--- src/rtl/key_encoder_pkg.sv ---
// Shared types and helpers for the key encoder: line count, code width, priority encode.
// Pure package, no logic; no latency or backpressure of its own.
package key_encoder_pkg;

    localparam int LINES  = 8;
    localparam int CODE_W = 3;

    typedef logic [CODE_W-1:0] code_t;

    // Highest set index wins; an all-zero vector encodes to 0.
    function automatic code_t prio_enc(input logic [LINES-1:0] vec);
        code_t idx;
        idx = '0;
        for (int i = 0; i < LINES; i++) begin
            if (vec[i]) begin
                idx = code_t'(i);
            end
        end
        return idx;
    endfunction

    function automatic logic more_than_one(input logic [LINES-1:0] vec);
        return (vec & (vec - LINES'(1))) != '0;
    endfunction

endpackage

--- src/rtl/code_fifo.sv ---
// DEPTH x code_t synchronous FIFO with a registered count that separates full from empty.
// Latency: a push is visible at head after its edge; head is 0 while empty.
// Backpressure: push while full is refused unless a pop happens on the same edge.
module code_fifo
    import key_encoder_pkg::*;
#(
    parameter int DEPTH = 4
) (
    input  logic  clk,
    input  logic  rst_n,
    input  logic  push,
    input  code_t push_dat,
    input  logic  pop,
    output logic  full,
    output logic  empty,
    output code_t head
);

    localparam int PTR_W = $clog2(DEPTH);
    localparam logic [PTR_W:0] CNT_FULL = (PTR_W+1)'(DEPTH);

    if (DEPTH < 2 || (DEPTH & (DEPTH - 1)) != 0) begin : g_bad_depth
        $error("code_fifo: DEPTH must be a power of two and at least 2");
    end

    logic [PTR_W-1:0] wr_ptr;
    logic [PTR_W-1:0] rd_ptr;
    logic [PTR_W:0]   count;
    code_t            mem [DEPTH];
    logic             do_push;
    logic             do_pop;

    assign empty   = (count == '0);
    assign full    = (count == CNT_FULL);
    // A pop on an empty FIFO is meaningless; a push into a full one needs a pop to make room.
    assign do_pop  = pop & ~empty;
    assign do_push = push & (~full | do_pop);
    assign head    = empty ? '0 : mem[rd_ptr];

    always_ff @(posedge clk) begin
        if (do_push) begin
            mem[wr_ptr] <= push_dat;
        end
    end

    always_ff @(posedge clk or negedge rst_n) begin
        if (!rst_n) begin
            wr_ptr <= '0;
            rd_ptr <= '0;
            count  <= '0;
        end else begin
            if (do_push) begin
                wr_ptr <= wr_ptr + PTR_W'(1);
            end
            if (do_pop) begin
                rd_ptr <= rd_ptr + PTR_W'(1);
            end
            case ({do_push, do_pop})
                2'b10:   count <= count + (PTR_W+1)'(1);
                2'b01:   count <= count - (PTR_W+1)'(1);
                default: count <= count;
            endcase
        end
    end

endmodule

--- src/rtl/key_encoder.sv ---
// 8-to-3 sequential key encoder: sync, optional debounce (KEY_ENCODER_DEBOUNCE_EN), rise detect, FIFO.
// Latency: DB_CYCLES+3 edges from a line rising to valid with debounce, 4 without.
// Backpressure: valid/ready drain; events arriving while full and not draining are dropped and flag ovf.
module key_encoder
    import key_encoder_pkg::*;
#(
    parameter int DB_CYCLES = 1000,
    parameter int DEPTH     = 4
) (
    input  logic             clk,
    input  logic             rst_n,
    input  logic [LINES-1:0] y,
    input  logic             ready,
    output code_t            code,
    output logic             valid,
    output logic             multi,
    output logic             ovf
);

    if (DB_CYCLES < 1) begin : g_bad_db
        $error("key_encoder: DB_CYCLES must be at least 1");
    end

    logic [LINES-1:0] s1;
    logic [LINES-1:0] s2;
    logic [LINES-1:0] stable;
    logic [LINES-1:0] prev;
    logic [LINES-1:0] rise;
    logic             ev_vld;
    code_t            ev_code;
    logic             fifo_full;
    logic             fifo_empty;
    logic             drop;

    always_ff @(posedge clk or negedge rst_n) begin
        if (!rst_n) begin
            s1 <= '0;
            s2 <= '0;
        end else begin
            s1 <= y;
            s2 <= s1;
        end
    end

`ifdef KEY_ENCODER_DEBOUNCE_EN
    localparam int CNT_W = $clog2(DB_CYCLES + 1);
    localparam logic [CNT_W-1:0] CNT_LAST = CNT_W'(DB_CYCLES - 1);

    logic [CNT_W-1:0] db_cnt [LINES];

    // A new level is accepted on the DB_CYCLES-th consecutive edge that still disagrees.
    always_ff @(posedge clk or negedge rst_n) begin
        if (!rst_n) begin
            stable <= '0;
            for (int i = 0; i < LINES; i++) begin
                db_cnt[i] <= '0;
            end
        end else begin
            for (int i = 0; i < LINES; i++) begin
                if (s2[i] == stable[i]) begin
                    db_cnt[i] <= '0;
                end else if (db_cnt[i] == CNT_LAST) begin
                    stable[i] <= s2[i];
                    db_cnt[i] <= '0;
                end else begin
                    db_cnt[i] <= db_cnt[i] + CNT_W'(1);
                end
            end
        end
    end
`else
    always_ff @(posedge clk or negedge rst_n) begin
        if (!rst_n) begin
            stable <= '0;
        end else begin
            stable <= s2;
        end
    end
`endif

    always_ff @(posedge clk or negedge rst_n) begin
        if (!rst_n) begin
            prev <= '0;
        end else begin
            prev <= stable;
        end
    end

    assign rise    = stable & ~prev;
    assign ev_vld  = |rise;
    assign ev_code = prio_enc(rise);
    assign multi   = more_than_one(rise);
    // Full implies valid, so a drop is simply an event meeting a full FIFO with ready low.
    assign drop    = ev_vld & fifo_full & ~ready;

    always_ff @(posedge clk or negedge rst_n) begin
        if (!rst_n) begin
            ovf <= 1'b0;
        end else if (drop) begin
            ovf <= 1'b1;
        end
    end

    code_fifo #(
        .DEPTH (DEPTH)
    ) u_fifo (
        .clk      (clk),
        .rst_n    (rst_n),
        .push     (ev_vld),
        .push_dat (ev_code),
        .pop      (ready),
        .full     (fifo_full),
        .empty    (fifo_empty),
        .head     (code)
    );

    assign valid = ~fifo_empty;

endmodule

--- config.mk ---
export PLATFORM = sky130hd
export DESIGN_NAME = key_encoder
export DESIGN_NICKNAME = d
export VERILOG_FILES = /design/src/rtl/key_encoder_pkg.sv /design/src/rtl/code_fifo.sv /design/src/rtl/key_encoder.sv
export SDC_FILE = /design/constraint.sdc
export NUM_CORES = 1
export LEC_CHECK = 0
export ABC_CLOCK_PERIOD_IN_PS = 4100
export BUFFER_PORTS_ARGS = -buffer_cell sky130_fd_sc_hd__clkbuf_2
export CORE_AREA = 2 2 62 64
export CTS_CLUSTER_SIZE = 30
export DETAILED_ROUTE_END_ITERATION = 10
export DIE_AREA = 0 0 64 66
export GPL_TIMING_DRIVEN = 0
export PLACE_DENSITY = 0.74
export SYNTH_ARGS = -nofsm -noshare
export SYNTH_HDL_FRONTEND = slang
export SYNTH_SLANG_ARGS = --single-unit
--- constraint.sdc ---
create_clock -name clk -period 4.1 [get_ports clk]
set_input_delay 0.205 -clock clk [delete_from_list [all_inputs] [get_ports clk]]
set_output_delay 0.205 -clock clk [all_outputs]
set_load 0.01 [all_outputs]
Yosys cells after proc, flatten, opt, wreduce, memory -nomap -nowiden
Memories as Yosys holds them, arrays and structs flattened.
Index checks and enable logic that the tools add are counted.
{ "word_totals": {"ff_bits": 40, "ramBits": 12, "in_bits": 11, "word_cells": 43, "mem_count": 1} }
{ "classes": {"add_sub_neg": 5, "eq_ne": 3, "n_mux": 11, "n_bitwise": 11, "n_reduce_logical": 4} }
{ "mem_list": {"columns": ["memory", "depth", "width", "rd", "rd_clocked_by_memory_dff", "write_ports", "line_no", "rtl"], "rows": [
  ["u_fifo.mem", 4, 3, 1, 0, 1, "code_fifo.sv:29", "code_t mem [DEPTH];"]
]} }
{ "ops": {"columns": ["operator", "count"], "rows": [
  ["$and A8 B8 Y8", 2],
  ["$mux W3", 5],
  ["$not A8 Y8", 1],
  ["$reduce_bool A8 Y1", 1],
  ["$reduce_or A8 Y1", 1],
  ["$sub A8 B1 Y8 const B", 1],
  ["$pmux W3 S2", 1],
  ["$add A2 B1 Y2 const B", 2],
  ["$and A1 B1 Y1", 4],
  ["$mux W2", 2],
  ["$add A3 B1 Y3 const B", 1],
  ["$eq A3 B3 Y1 const B", 1],
  ["$logic_not A3 Y1", 1],
  ["$mux W1", 3],
  ["$not A1 Y1", 3],
  ["$sub A3 B1 Y3 const B", 1],
  ["$eq A2 B1 Y1 const B", 1],
  ["$eq A2 B2 Y1 const B", 1],
  ["$reduce_bool A2 Y1", 1],
  ["$or A1 B1 Y1", 1]
]} }

Logic depth before layout (Yosys ltp)
{ "depth": {"ltp_word": 9, "ltp_mapped": 10, "mapped_depth_nobuf": 10} }

Modules after synthesis
From an unflattened synthesis, not the netlist that was laid out.
{ "hier_totals": {"cells_unflattened": 131, "area_unflattened_um2": 2004.4} }
{ "by_module_without_submodules": {"columns": ["mod", "instances", "cells_each", "area_each_um2", "seq_area_each_um2"], "rows": [
  ["key_encoder", 1, 60, 1038.5, 825.8],
  ["code_fifo", 1, 71, 965.9, 535.5]
]} }

Least setup slack after synthesis
No wires, ideal clock.
{ "synth_path": {"kind": "flip-flop to flip-flop", "startpoint": "register u_fifo.count[0]", "endpoint": "register u_fifo.count[2]", "setup_ns": 0.079, "t_arrival_ns": 1.976, "slack_ns": 2.044, "stages_incl_launch_ff": 10, "n_path_buf": 0, "period_less_slack_ns": 2.056, "cell_sequence": "dfrtp_1 > nor4b_2 > a31oi_4 > inv_1 > ha_1 > inv_1 > fa_1 > xor2_1 > nor2_1 > xor2_1"} }
{ "synth_via": {"elab_chain_len": 7, "elab_cells_between_ends": 13} }
{ "synth_lines": {"columns": ["item", "line_no", "rtl"], "rows": [
  ["start: declaration", "code_fifo.sv:28", "logic [PTR_W:0] count;"],
  ["start signal: assignment", "code_fifo.sv:59", "2'b10: count <= count + (PTR_W+1)'(1);"],
  ["start signal: assignment", "code_fifo.sv:60", "2'b01: count <= count - (PTR_W+1)'(1);"],
  ["start signal: assignment", "code_fifo.sv:61", "default: count <= count;"],
  ["$logic_not A3 Y1", "code_fifo.sv:33", "assign empty = (count == '0);"],
  ["$not A1 Y1", "code_fifo.sv:36", "assign do_pop = pop & ~empty;"],
  ["$and A1 B1 Y1", "code_fifo.sv:36", null],
  ["$or A1 B1 Y1", "code_fifo.sv:37", "assign do_push = push & (~full | do_pop);"],
  ["$and A1 B1 Y1", "code_fifo.sv:37", null],
  ["$eq A2 B1 Y1 or $eq A2 B2 Y1 (tied branches)", "code_fifo.sv:58", "case ({do_push, do_pop})"],
  ["$pmux W3 S2 or $reduce_bool A2 Y1 (tied branches)", null, null]
]} }
Parallel ways exist; a longest one is shown, timed or not.
A chain may end at the register's enable or synchronous reset.

Final worst setup path
Ends and elaborated chain as after synthesis.

==> flow_summary.toml <==
[status]
status = "finished, final reports clean"

[yosys]
ys_ff_latch = 52
yosys-top-cells-area = "dfrtp_1, edfxtp_1, mux4_2, ha_1, and2_2"
yosysMostFrequentCell = "dfrtp_1"
async_flop_share = 0.769
synth_edf_count = 12
syn_area_mm2 = 0.00194
synth_nets = 135
synth_top_area_frac = 0.517
ys_types = 34
ys_dominant_reg_cell = "dfrtp_1"
yosys.area.top_type = "dfrtp_1"
postSynthAreaPerCell_um2 = 16.4
synthCells = 118
yosysSeqAreaShare = 0.703
synth_commonest_cells = "dfrtp_1, edfxtp_1, inv_1"
synth_warnings = 0

[power]
switchingPower_w = 0.000368
p_clk_frac = 0.190
cellPowerDensity_mw_per_mm2 = 579
pwr-share-seq = 0.530
vdd_ir_drop_max_mv = 0.286
switching_share = 0.284
p_int_w = 0.000929
leakage_nw = 0.976
p_comb_frac = 0.279

[drt]
drc_errors = 0
via_per_inst = 4.85
first_pass_iters = 3
wl_per_cell_um = 12.8
drt_iter0_drc = 29
vias = 966
wl_um = 2550
drtAntennaViolNets = 0

[global_routing]
grt-ovfl-total = 0
grt_pass1_wl_um = 4590
grt.total_usage = 0.150
grt_max_degree = 41
grt_pass1_vias = 1070
antenna_found_initial = 0

[clock_network]
clk_latency_ns = 0.35
cts_tree = "yes"
clockRootBuffer = "clkbuf_4"
clock_sinks = 52
clk_pin_slew_worst_paths_ns = 0.13
clock_path_buffers = 2
cts_made_buffers = 5
post_cts_buffers = 0
htreeDepth = 2

[die]
die_w_um = 64
die_h_um = 66
die_area_mm2 = 0.00422
core.rowCount = 22
start_util = 0.545
fp.coreArea_mm2 = 0.00355
io_pins = 17

[sta]
rsz0062_at_grt = "false"
worst_pin_slew_ns = 0.929
finalSetupTns_ns = 0
clock.fmax_mhz = 443
finalCriticalPeriod_ns = 2.26
worst_hold_slack_ns = 0.201
setup-violations-final = 0
worst_slew_margin_rel = 0.381
final-hold-violation-count = 0
period_share = 0.551
finalClockSkew_ns = 0.00883
slew_viol_final = 0
setup_ws_ns = 1.84

[worst_setup_path]
start_kind = "register"
crit_path_max_fanout = 7
end_kind = "register"
cp_data_arrival_time_ns = 2.55
critPathKind = "reg -> reg"
required_ns = 4.39

[final_layout]
layout-drive-gt1-share = 0.291
area_growth_pct = 15.6
num_antenna_cells = 0
nets = 167

[placement]
preCtsSetupSlack_ns = 1.85
gp_congestion = 0.777
dp_hpwl_um = 1820
numPortBuffers = 16

[run]
drv_cap = 0

[hold_path]
hold_class = "in -> reg"
critical path: stages (launching register included):
cell     delay, ns
dfrtp_1       0.46
nor4b_2       0.46
a31oi_4       0.11
inv_1         0.08
ha_1          0.17
inv_1         0.07
fa_1          0.44
xor2_1        0.15
nor2_1        0.11
xor2_1        0.16
per-stage QoR:
step / cell area (um2) / util / total power, W / cells
6_report: 2240 / 0.630 / 0.00130 / 199
3_3_place_gp: 2080 / 0.585 / 0.00103 / 182
2_1_floorplan: 1940 / - / 0.000952 / 118
3_5_place_dp: 2080 / 0.585 / 0.00107 / 182
4_1_cts: 2240 / 0.630 / 0.00132 / 199
5_1_grt: 2240 / 0.630 / 0.00139 / 199
cells by family (layout without fill, tap and decap cells):
| family | count (synthesis) | after routing | synth area share |
|---|---|---|---|
| adders and majority gates | 6 | 6 | 0.0426 |
| xor gates and xnor gates | 6 | 6 | 0.0271 |
| DFF | 52 | 52 | 0.703 |
| muxes | 4 | 4 | 0.0426 |
| buffers and inverters | 9 | 42 | 0.0181 |
| and+or+nand+nor | 29 | 29 | 0.107 |
| AOI/OAI and AO/OA | 12 | 12 | 0.0594 |
final timing paths:
check / start / to / slack (ns) / cells after the start
max reg2reg: u_fifo.count[0]$_DFFE_PN0P_ / u_fifo.count[2]$_DFFE_PN0P_ / 1.84 / 9
min in group asynchronous: rst_n / u_fifo.rd_ptr[0]$_DFFE_PN0P_ / 0.50 / 2
max in group asynchronous: rst_n / prev[5]$_DFF_PN0_ / 3.02 / 2
min reg2reg: s2[3]$_DFF_PN0_ / stable[3]$_DFF_PN0_ / 0.36 / 0
min: ready / u_fifo.rd_ptr[0]$_DFFE_PN0P_ / 0.20 / 3
max: u_fifo.count[0]$_DFFE_PN0P_ / u_fifo.count[2]$_DFFE_PN0P_ / 1.84 / 9
power by group through the flow:
stage / combinational, W / clock [W] / sequential, W
finish: 0.000362 / 0.000247 / 0.000687
global route: 0.000404 / 0.000283 / 0.000700
CTS: 0.000371 / 0.000260 / 0.000690
detailed placement: 0.000364 / 0 / 0.000701
global placement: 0.000339 / 0 / 0.000692
floorplan: 0.000267 / 0 / 0.000686
layout by cell type, fill, tap and decap left out, types with 3 or more instances in the layout:
master / instances
and2_2: 4
dfrtp_1: 40
xor2_1: 3
clkbuf_4: 5
and2_1: 3
xnor2_1: 3
edfxtp_1: 12
mux4_2: 3
nand2b_1: 3
dlygate4sd3_1: 9
o21ai_0: 3
inv_1: 8
ha_1: 5
clkbuf_2: 16
nand2_1: 4
routing by layer:
metal	wire length [um]	vias up	part of all wire	GRT usage
met5	0	-	0	0
li1	-	464	-	-
met3	98	7	0.038	0.0392
met2	1420	22	0.56	0.279
met4	56	0	0.022	0.0924
met1	973	473	0.38	0.148
flip-flops by register name (all words and copies together), names as in the netlist:
name,count
ovf,1
prev,8
s1,8
s2,8
stable,8
u_fifo.count,3
u_fifo.mem,12
u_fifo.rd_ptr,2
u_fifo.wr_ptr,2
cell type report:
class / instances / area (um2)
sequential: 52 / 1360
fill: 273 / 1310
multi-input combinational: 57 / 541
timing repair buffer: 25 / 170
clock buffer: 7 / 66.3
tap: 48 / 60.1
inverter: 8 / 30.0
clock inverter: 1 / 5.00
buffer: 1 / 5.00
repair_timing:
item                      in CTS  in global routing
hold buffers                   9                  0
hold endpoints to repair      48                  0
gates resized for setup        0                  0
(Power assumes the default switching activity.)
